==> src/rtl/mem_arbiter_pkg.sv <==
// Shared types and defaults for the two-port memory arbiter.
// Imported by the interface, the arbiter and its response register.
package mem_arbiter_pkg;

  localparam int ADDR_W_DEF = 16;
  localparam int DATA_W_DEF = 16;
  localparam int STARVE_LIMIT_DEF = 4;
  localparam int CNT_W = 4;

  typedef enum logic {
    PRI_DATA  = 1'b0,
    PRI_FETCH = 1'b1
  } arb_state_e;

endpackage

==> src/rtl/mem_arbiter_if.sv <==
// Fetch port, data port and single-port memory bus of the arbiter.
// slave = arbiter side, master = requesters plus memory.
interface mem_arbiter_if
  import mem_arbiter_pkg::*;
#(
  parameter int ADDR_W = ADDR_W_DEF,
  parameter int DATA_W = DATA_W_DEF
) ();

  logic              if_req;
  logic [ADDR_W-1:0] if_addr;
  logic              if_gnt;
  logic              if_rvalid;
  logic [DATA_W-1:0] if_rdata;

  logic              dm_req;
  logic              dm_we;
  logic [ADDR_W-1:0] dm_addr;
  logic [DATA_W-1:0] dm_wdata;
  logic              dm_gnt;
  logic              dm_rvalid;
  logic [DATA_W-1:0] dm_rdata;

  logic [ADDR_W-1:0] mem_addr;
  logic [DATA_W-1:0] mem_wdata;
  logic              mem_we;
  logic [DATA_W-1:0] mem_rdata;

  modport slave (
    input  if_req, if_addr,
    input  dm_req, dm_we, dm_addr, dm_wdata,
    input  mem_rdata,
    output if_gnt, if_rvalid, if_rdata,
    output dm_gnt, dm_rvalid, dm_rdata,
    output mem_addr, mem_wdata, mem_we
  );

  modport master (
    output if_req, if_addr,
    output dm_req, dm_we, dm_addr, dm_wdata,
    output mem_rdata,
    input  if_gnt, if_rvalid, if_rdata,
    input  dm_gnt, dm_rvalid, dm_rdata,
    input  mem_addr, mem_wdata, mem_we
  );

endinterface

==> src/rtl/mem_resp_reg.sv <==
// Captures memory read data in the grant cycle and returns it,
// one cycle later, to whichever port was granted.
module mem_resp_reg
  import mem_arbiter_pkg::*;
#(
  parameter int DATA_W = DATA_W_DEF
) (
  input  logic              clk_i,
  input  logic              rst_i,
  input  logic              if_gnt_i,
  input  logic              dm_gnt_i,
  input  logic              dm_we_i,
  input  logic [DATA_W-1:0] mem_rdata_i,
  output logic              if_rvalid_o,
  output logic [DATA_W-1:0] if_rdata_o,
  output logic              dm_rvalid_o,
  output logic [DATA_W-1:0] dm_rdata_o
);

  logic              if_rvalid_q;
  logic              dm_rvalid_q;
  logic [DATA_W-1:0] if_rdata_q;
  logic [DATA_W-1:0] dm_rdata_q;

  always_ff @(posedge clk_i) begin
    if (rst_i) begin
      if_rvalid_q <= 1'b0;
      dm_rvalid_q <= 1'b0;
      if_rdata_q  <= '0;
      dm_rdata_q  <= '0;
    end else begin
      if_rvalid_q <= if_gnt_i;
      dm_rvalid_q <= dm_gnt_i;
      if (if_gnt_i)
        if_rdata_q <= mem_rdata_i;
      if (dm_gnt_i)
        dm_rdata_q <= dm_we_i ? '0 : mem_rdata_i;
    end
  end

  // Mask in-flight responses while reset is asserted.
  assign if_rvalid_o = if_rvalid_q & ~rst_i;
  assign dm_rvalid_o = dm_rvalid_q & ~rst_i;
  assign if_rdata_o  = rst_i ? '0 : if_rdata_q;
  assign dm_rdata_o  = rst_i ? '0 : dm_rdata_q;

endmodule

==> src/rtl/mem_arbiter.sv <==
// Fetch/data arbiter for one single-port memory, data-first
// with a starvation counter that forces a fetch grant.
module mem_arbiter
  import mem_arbiter_pkg::*;
#(
  parameter int ADDR_W       = ADDR_W_DEF,
  parameter int DATA_W       = DATA_W_DEF,
  parameter int STARVE_LIMIT = STARVE_LIMIT_DEF
) (
  input  logic         clk,
  input  logic         rst,
  mem_arbiter_if.slave bus
);

  arb_state_e        state_q, state_d;
  logic [CNT_W-1:0]  cnt_q, cnt_d;
  logic [ADDR_W-1:0] addr_q;
  logic [DATA_W-1:0] wdata_q;
  logic              if_gnt;
  logic              dm_gnt;

  always_comb begin
    if_gnt = 1'b0;
    dm_gnt = 1'b0;
    if (!rst) begin
      unique case (state_q)
        PRI_DATA: begin
          dm_gnt = bus.dm_req;
          if_gnt = bus.if_req & ~bus.dm_req;
        end
        PRI_FETCH: begin
          if_gnt = bus.if_req;
          dm_gnt = bus.dm_req & ~bus.if_req;
        end
        default: ;
      endcase
    end
  end

  always_comb begin
    cnt_d = cnt_q;
    if (dm_gnt && bus.if_req)
      cnt_d = cnt_q + 1'b1;
    else if (if_gnt || !bus.if_req)
      cnt_d = '0;
    state_d = state_q;
    // Switch on the same edge the count hits the limit.
    unique case (1'b1)
      (state_q == PRI_DATA):
        if (cnt_d == CNT_W'(STARVE_LIMIT))
          state_d = PRI_FETCH;
      (state_q == PRI_FETCH):
        if (if_gnt)
          state_d = PRI_DATA;
      default: ;
    endcase
  end

  always_ff @(posedge clk) begin
    if (rst) begin
      state_q <= PRI_DATA;
      cnt_q   <= '0;
      addr_q  <= '0;
      wdata_q <= '0;
    end else begin
      state_q <= state_d;
      cnt_q   <= cnt_d;
      if (if_gnt)
        addr_q <= bus.if_addr;
      else if (dm_gnt)
        addr_q <= bus.dm_addr;
      if (dm_gnt)
        wdata_q <= bus.dm_wdata;
    end
  end

  assign bus.if_gnt = if_gnt;
  assign bus.dm_gnt = dm_gnt;
  assign bus.mem_we = dm_gnt & bus.dm_we;

  assign bus.mem_addr =
    rst    ? '0 :
    if_gnt ? bus.if_addr :
    dm_gnt ? bus.dm_addr : addr_q;

  assign bus.mem_wdata =
    rst    ? '0 :
    dm_gnt ? bus.dm_wdata : wdata_q;

  mem_resp_reg #(
    .DATA_W(DATA_W)
  ) u_resp (
    .clk_i      (clk),
    .rst_i      (rst),
    .if_gnt_i   (if_gnt),
    .dm_gnt_i   (dm_gnt),
    .dm_we_i    (bus.dm_we),
    .mem_rdata_i(bus.mem_rdata),
    .if_rvalid_o(bus.if_rvalid),
    .if_rdata_o (bus.if_rdata),
    .dm_rvalid_o(bus.dm_rvalid),
    .dm_rdata_o (bus.dm_rdata)
  );

endmodule

==> src/flat_wrapper.sv <==
// flat-port wrapper written by rule: the top's interface ports become plain ports
module mem_arbiter_flat import mem_arbiter_pkg::*;
#(
  parameter int ADDR_W       = ADDR_W_DEF,
  parameter int DATA_W       = DATA_W_DEF,
  parameter int STARVE_LIMIT = STARVE_LIMIT_DEF
)
  (clk, rst, bus_if_req, bus_if_addr, bus_dm_req, bus_dm_we, bus_dm_addr, bus_dm_wdata, bus_mem_rdata, bus_if_gnt, bus_if_rvalid, bus_if_rdata, bus_dm_gnt, bus_dm_rvalid, bus_dm_rdata, bus_mem_addr, bus_mem_wdata, bus_mem_we);
  mem_arbiter_if #(.ADDR_W(ADDR_W), .DATA_W(DATA_W)) bus_i ();
  input  logic clk;
  input  logic rst;
  input wire logic [$bits(bus_i.if_req)-1:0] bus_if_req;
  input wire logic [$bits(bus_i.if_addr)-1:0] bus_if_addr;
  input wire logic [$bits(bus_i.dm_req)-1:0] bus_dm_req;
  input wire logic [$bits(bus_i.dm_we)-1:0] bus_dm_we;
  input wire logic [$bits(bus_i.dm_addr)-1:0] bus_dm_addr;
  input wire logic [$bits(bus_i.dm_wdata)-1:0] bus_dm_wdata;
  input wire logic [$bits(bus_i.mem_rdata)-1:0] bus_mem_rdata;
  output wire logic [$bits(bus_i.if_gnt)-1:0] bus_if_gnt;
  output wire logic [$bits(bus_i.if_rvalid)-1:0] bus_if_rvalid;
  output wire logic [$bits(bus_i.if_rdata)-1:0] bus_if_rdata;
  output wire logic [$bits(bus_i.dm_gnt)-1:0] bus_dm_gnt;
  output wire logic [$bits(bus_i.dm_rvalid)-1:0] bus_dm_rvalid;
  output wire logic [$bits(bus_i.dm_rdata)-1:0] bus_dm_rdata;
  output wire logic [$bits(bus_i.mem_addr)-1:0] bus_mem_addr;
  output wire logic [$bits(bus_i.mem_wdata)-1:0] bus_mem_wdata;
  output wire logic [$bits(bus_i.mem_we)-1:0] bus_mem_we;
  assign bus_i.if_req = bus_if_req;
  assign bus_i.if_addr = bus_if_addr;
  assign bus_i.dm_req = bus_dm_req;
  assign bus_i.dm_we = bus_dm_we;
  assign bus_i.dm_addr = bus_dm_addr;
  assign bus_i.dm_wdata = bus_dm_wdata;
  assign bus_i.mem_rdata = bus_mem_rdata;
  assign bus_if_gnt = bus_i.if_gnt;
  assign bus_if_rvalid = bus_i.if_rvalid;
  assign bus_if_rdata = bus_i.if_rdata;
  assign bus_dm_gnt = bus_i.dm_gnt;
  assign bus_dm_rvalid = bus_i.dm_rvalid;
  assign bus_dm_rdata = bus_i.dm_rdata;
  assign bus_mem_addr = bus_i.mem_addr;
  assign bus_mem_wdata = bus_i.mem_wdata;
  assign bus_mem_we = bus_i.mem_we;
  mem_arbiter #(.ADDR_W(ADDR_W), .DATA_W(DATA_W), .STARVE_LIMIT(STARVE_LIMIT)) u_core (.clk(clk), .rst(rst), .bus(bus_i));
endmodule
==> config.mk <==
export PLATFORM = sky130hd
export DESIGN_NAME = mem_arbiter_flat
export DESIGN_NICKNAME = d
export VERILOG_FILES = /design/src/rtl/mem_arbiter_pkg.sv /design/src/rtl/mem_arbiter_if.sv /design/src/rtl/mem_resp_reg.sv /design/src/rtl/mem_arbiter.sv /design/src/flat_wrapper.sv
export SDC_FILE = /design/constraint.sdc
export NUM_CORES = 1
export LEC_CHECK = 0
export CAP_MARGIN = 20
export CELL_PAD_IN_SITES_DETAIL_PLACEMENT = 1
export CELL_PAD_IN_SITES_GLOBAL_PLACEMENT = 2
export CORE_AREA = 4 4 118 120
export CTS_CLUSTER_DIAMETER = 80
export DETAILED_ROUTE_END_ITERATION = 7
export DIE_AREA = 0 0 122 124
export GPL_TIMING_DRIVEN = 0
export PLACE_DENSITY_LB_ADDON = 0.1
export SETUP_SLACK_MARGIN = 0.3
export SYNTH_ARGS = -nofsm -noshare
export SYNTH_HDL_FRONTEND = slang
export SYNTH_SLANG_ARGS = --single-unit
==> constraint.sdc <==
create_clock -name clk -period 1.8 [get_ports clk]
set_input_delay 0.36 -clock clk [delete_from_list [all_inputs] [get_ports clk]]
set_output_delay 0.36 -clock clk [all_outputs]
set_load 0.02 [all_outputs]
# Word-level counts from Yosys, hierarchy flattened
# Index checks and enable logic that the tools add are counted.
[word_totals]
input_bits = 69
elab_cells = 39
register_bits = 71
out_inout_bits = 69
[op_classes]
reduce_logical = 3
eq_ne = 1
mux = 17
addsub = 1
bitwise = 9
[ops]
columns = ["op", "n"]
rows = [
  ["16-bit two-way mux", 8],
  ["4-bit two-way mux", 2],
  ["1-bit one-hot mux with 2 select lines", 3],
  ["1-bit bitwise AND", 5],
  ["4-bit by 1-bit adder with 4-bit output (second input constant)", 1],
  ["4-bit by 3-bit == test with 1-bit output (second input constant)", 1],
  ["1-bit two-way mux", 4],
  ["1-bit NOT", 4],
  ["1-bit logical AND", 1],
  ["1-bit zero test", 1],
  ["1-bit logical OR", 1],
]

# Logic depth before layout (Yosys ltp)
[depth]
ltp_word = 10
mapped_depth = 6
depth_no_buf = 4

# Hierarchy
# Synthesis repeated with hierarchy kept, for this count alone.
[hier_totals]
cells_unflattened = 319
area_unflattened_um2 = 3046.7
[by_module_without_submodules]
columns = ["mod", "area_per_inst_um2", "seq_area_each_um2", "cells_per_inst", "instances"]
rows = [
  ["mem_arbiter", 1530.2, 740.7, 152, 1],
  ["mem_resp_reg", 1516.5, 680.7, 167, 1],
]

# Least setup slack after synthesis
# No wires, ideal clock.
[synth_path]
kind = "input-to-output"
startpoint = "in bus_dm_req"
endpoint = "out bus_mem_addr[10]"
t_required_ns = 1.440
slack_ns = -0.057
arrival_time_ns = 1.497
n_path_buf = 2
cell_stages = 6
path_cell_list = "nor2b_2 -> nor3b_4 -> or2_1 -> buf_2 -> buf_4 -> o21ai_1"
[synth_between]
elab_chain_cells = 6
word_cells_on_any_way = 10
classes_between = "mux: 7; bitwise: 3"
[synth_rtl]
columns = ["element", "line_no", "text"]
rows = [
  ["start: declaration", "flat_wrapper.sv:14", "input wire logic [$bits(bus_i.dm_req)-1:0] bus_dm_req;"],
  ["1-bit bitwise AND or 1-bit NOT (tied branches)", "mem_arbiter.sv:33, mem_arbiter.sv:29", ""],
  ["1-bit one-hot mux with 2 select lines or 1-bit bitwise AND (tied branches)", "mem_arbiter.sv:26, mem_arbiter.sv:29", ""],
  ["1-bit two-way mux or 1-bit one-hot mux with 2 select lines (tied branches)", "mem_arbiter.sv:25, mem_arbiter.sv:26", ""],
  ["16-bit two-way mux or 1-bit two-way mux (tied branches)", "mem_arbiter.sv:84, mem_arbiter.sv:25", ""],
  ["16-bit two-way mux (*)", "mem_arbiter.sv:83", "if_gnt ? bus.if_addr :"],
  ["16-bit two-way mux (*)", "mem_arbiter.sv:82", "rst ? '0 :"],
  ["end: declaration", "flat_wrapper.sv:25", "output wire logic [$bits(bus_i.mem_addr)-1:0] bus_mem_addr;"],
]
# Every way passes the cells marked *; elsewhere a longest branch is shown, timed or not.

# Final worst setup path
[layout_path]
startpoint = "reg u_core.state_q"
endpoint = "out bus_mem_addr[13]"
[layout_between]
elab_chain_cells = 6
word_cells_on_any_way = 8
classes_between = "mux: 7; bitwise: 1"
[layout_rtl]
columns = ["element", "line_no", "text"]
rows = [
  ["start: declaration", "mem_arbiter.sv:15", "arb_state_e state_q, state_d;"],
  ["start signal: assignment", "mem_arbiter.sv:66", "state_q <= state_d;"],
  ["1-bit NOT", "mem_arbiter.sv:26", "unique case (state_q)"],
  ["1-bit one-hot mux with 2 select lines", "mem_arbiter.sv:26", ""],
  ["1-bit two-way mux", "mem_arbiter.sv:25", "if (!rst) begin"],
  ["16-bit two-way mux", "mem_arbiter.sv:84", "dm_gnt ? bus.dm_addr : addr_q;"],
  ["16-bit two-way mux (*)", "mem_arbiter.sv:83", ""],
  ["16-bit two-way mux (*)", "mem_arbiter.sv:82", ""],
]
# Marks and branches as above.

==> impl_metrics.toml <==
[sta]
finalCritPeriodShare = 1.25
setup_tns_ps = -12530
fin_crit_ps = 2250
hold_viol_final = 0
tightest_slew_ps = 328
max_freq_mhz = 445
setup_violations = 35
timing.final.ws_setup_ps = -449
rsz0062_at_grt = "true"
slew_violations = 0
max_slew_margin = 0.781
finalClockSkew_ps = 9.36
hold_slack_ps = 466

[pwr]
p_per_area_nw_per_um2 = 770
power.total_uw = 4540
peakVddDrop_mv = 0.612
cellLeakagePower_uw = 0.00238

[clock_tree]
clock_path_buffers = 2
clk_pin_slew_worst_paths_ps = 50
clk_latency_ps = 340
tritoncts = "yes"
ctsHtreeMaxLevel = 3
clock_sinks = 71
cts_buffers = 9
cts-root-buf = "clkbuf_16"

[synth]
yosys.area.top_type = "dfxtp_1"
syn-num-nets = 364
avgSynthCellArea_um2 = 9.93
synth_top_area_frac = 0.487
netlist_top_cells_area = "dfxtp_1, mux2_2, nor2b_1"
ys_seq_elements = 71
yosys_warnings = 0
syn_area_um2 = 2920
yosysSeqAreaShare = 0.487
synth_cells = 294
synth_cell_types = 30

[detailed_routing]
ant_nets = 0
routed_via_density = 4.15
drtIter0Drc = 83
vias = 2703
wl_um = 10100
first_pass_iters = 4
drc = 0
drt-wirelength-per-cell_um = 15.5

[die]
core-area_um2 = 13000
dieArea_um2 = 15100
start_util = 0.225
die-width_um = 122
io_pins = 138
num_rows = 42
die_y_um = 124

[finish]
final_nets = 542
final_common_cell = "dfxtp_1"
drive_gt1_frac = 0.506
final_util = 0.454
diodes = 0
syn_to_final_growth_pct = 102
final_cell_mix = "dfxtp_1, clkdlybuf4s50_1, buf_6"

[global_route]
grt_max_degree = 12
grt_overflow = 0
track_usage = 0.135
grt_pass1_vias = 2939
antenna_found_initial = 0
grt_first_pass_wirelength_um = 15500

[run_status]
status = "finished with violations"
violations = "setup timing"

[run]
max_cap_violations = 0

[setup_path]
crit_arrival_ps = 1890
crit_path_end_kind = "output port"
rr_worst_depth = 6
crit_path_end = "bus_mem_addr[13]"
r2r_end = "u_core.u_resp.dm_rdata_q[14]"
critPathLaunch = "u_core.state_q"
required_ps = 1440
critPathKind = "reg -> out"
critPathLaunchType = "register"
r2r_slack_ps = 200
cp_max_fo = 8
r2r-start = "u_core.state_q"

[min_path]
hold_path.class = "in -> reg"

[place]
io_buffers = 137
place_ws_ps = -1300
gp_congestion = 0.689
dpl.hpwl_um = 6950
## through the flow
stage	cell area (µm²)	instances
3_3_place_gp	4880	607
4_1_cts	5590	645
3_5_place_dp	4880	607
2_1_floorplan	3290	294
5_1_grt	5890	652
6_report	5890	652
## kinds of logic after synthesis
kind of cell | count (synthesis) | share of synthesized area
simple gates | 115 | 0.217
flops | 71 | 0.487
mux | 49 | 0.182
compound gates | 35 | 0.0651
buf+inv | 21 | 0.0394
xor+xnor | 2 | 0.00600
fa+ha+maj | 1 | 0.00428
## cell usage after synthesis
cell	n
inv_1	2
ha_1	1
nor2b_2	1
a211oi_2	1
nand3_1	1
buf_4	5
nand2b_1	16
xor2_1	1
a211oi_1	1
and2_1	1
nand2_1	35
dfxtp_1	71
buf_1	1
xnor2_1	1
nor3b_4	1
mux2_2	30
mux2i_1	17
clkbuf_1	4
nor4_1	1
nor2_1	6
buf_2	8
mux2_1	2
nor2b_1	50
nand3b_1	1
o21ai_1	16
or2_1	1
buf_6	1
o21ai_0	16
nor3b_1	1
a32o_1	1
## metal layers
layer / up-vias / routed length, µm / GRT usage
met4: 0 / 115 / 0.0378
met5: - / 0 / 0
met1: 1286 / 4100 / 0.150
met2: 81 / 5090 / 0.228
met3: 8 / 804 / 0.0681
li1: 1328 / - / -
## registers in the layout (all words and copies together) (netlist names)
| register | cells |
|---|---|
| u_core.addr_q | 16 |
| u_core.u_resp.dm_rdata_q | 16 |
| u_core.u_resp.if_rdata_q | 16 |
| u_core.wdata_q | 16 |
| u_core.cnt_q | 4 |
| u_core.state_q | 1 |
| u_core.u_resp.dm_rvalid_q | 1 |
| u_core.u_resp.if_rvalid_q | 1 |
## critical path: stages (launching register included)
cell	delay, ps
dfxtp_4	360
a211oi_4	310
buf_6	210
buf_6	130
buf_16	110
mux2i_4	230
o21ai_4	70
buf_6	130
## area by class of cell
class / count / area, µm²
clock inverters: 3 / 41.3
fillers: 1406 / 7090
clock buffers: 12 / 256
flip-flops and latches: 71 / 1430
multi-input cells: 202 / 1990
inverters: 2 / 7.51
plain buffers: 19 / 251
repair buffers: 167 / 1710
well taps: 176 / 220
## power breakdown
part / internal, µW / leakage [µW] / switching (µW)
Sequential: 1670 / 0.000585 / 35.2
Combinational: 583 / 0.00164 / 434
Clock: 1140 / 0.000149 / 677
Total: 3390 / 0.00238 / 1150
## how the worst min path moves through the flow
stage	from	end	slack [ps]	cells after the start
after floorplan	u_core.cnt_q[0]	u_core.cnt_q[0]	430	1
after global placement	u_core.cnt_q[0]	u_core.cnt_q[0]	450	1
after detailed placement	u_core.wdata_q[12]	u_core.wdata_q[12]	460	2
after CTS	bus_if_req	u_core.u_resp.dm_rvalid_q	450	2
after global routing	bus_if_req	u_core.u_resp.dm_rvalid_q	490	2
final	bus_if_req	u_core.u_resp.dm_rvalid_q	470	2
## timing repair
action / in CTS / in global routing
setup buffers: 19 / 6
pin swaps: 17 / 2
hold buffers: 0 / 0
gates resized for setup: 425 / 87
cloned: 4 / 1
endpoints found under the setup margin: 136 / 102
endpoints found under the hold margin: 0 / 0
Note: power is estimated with default switching activity, not from simulation.
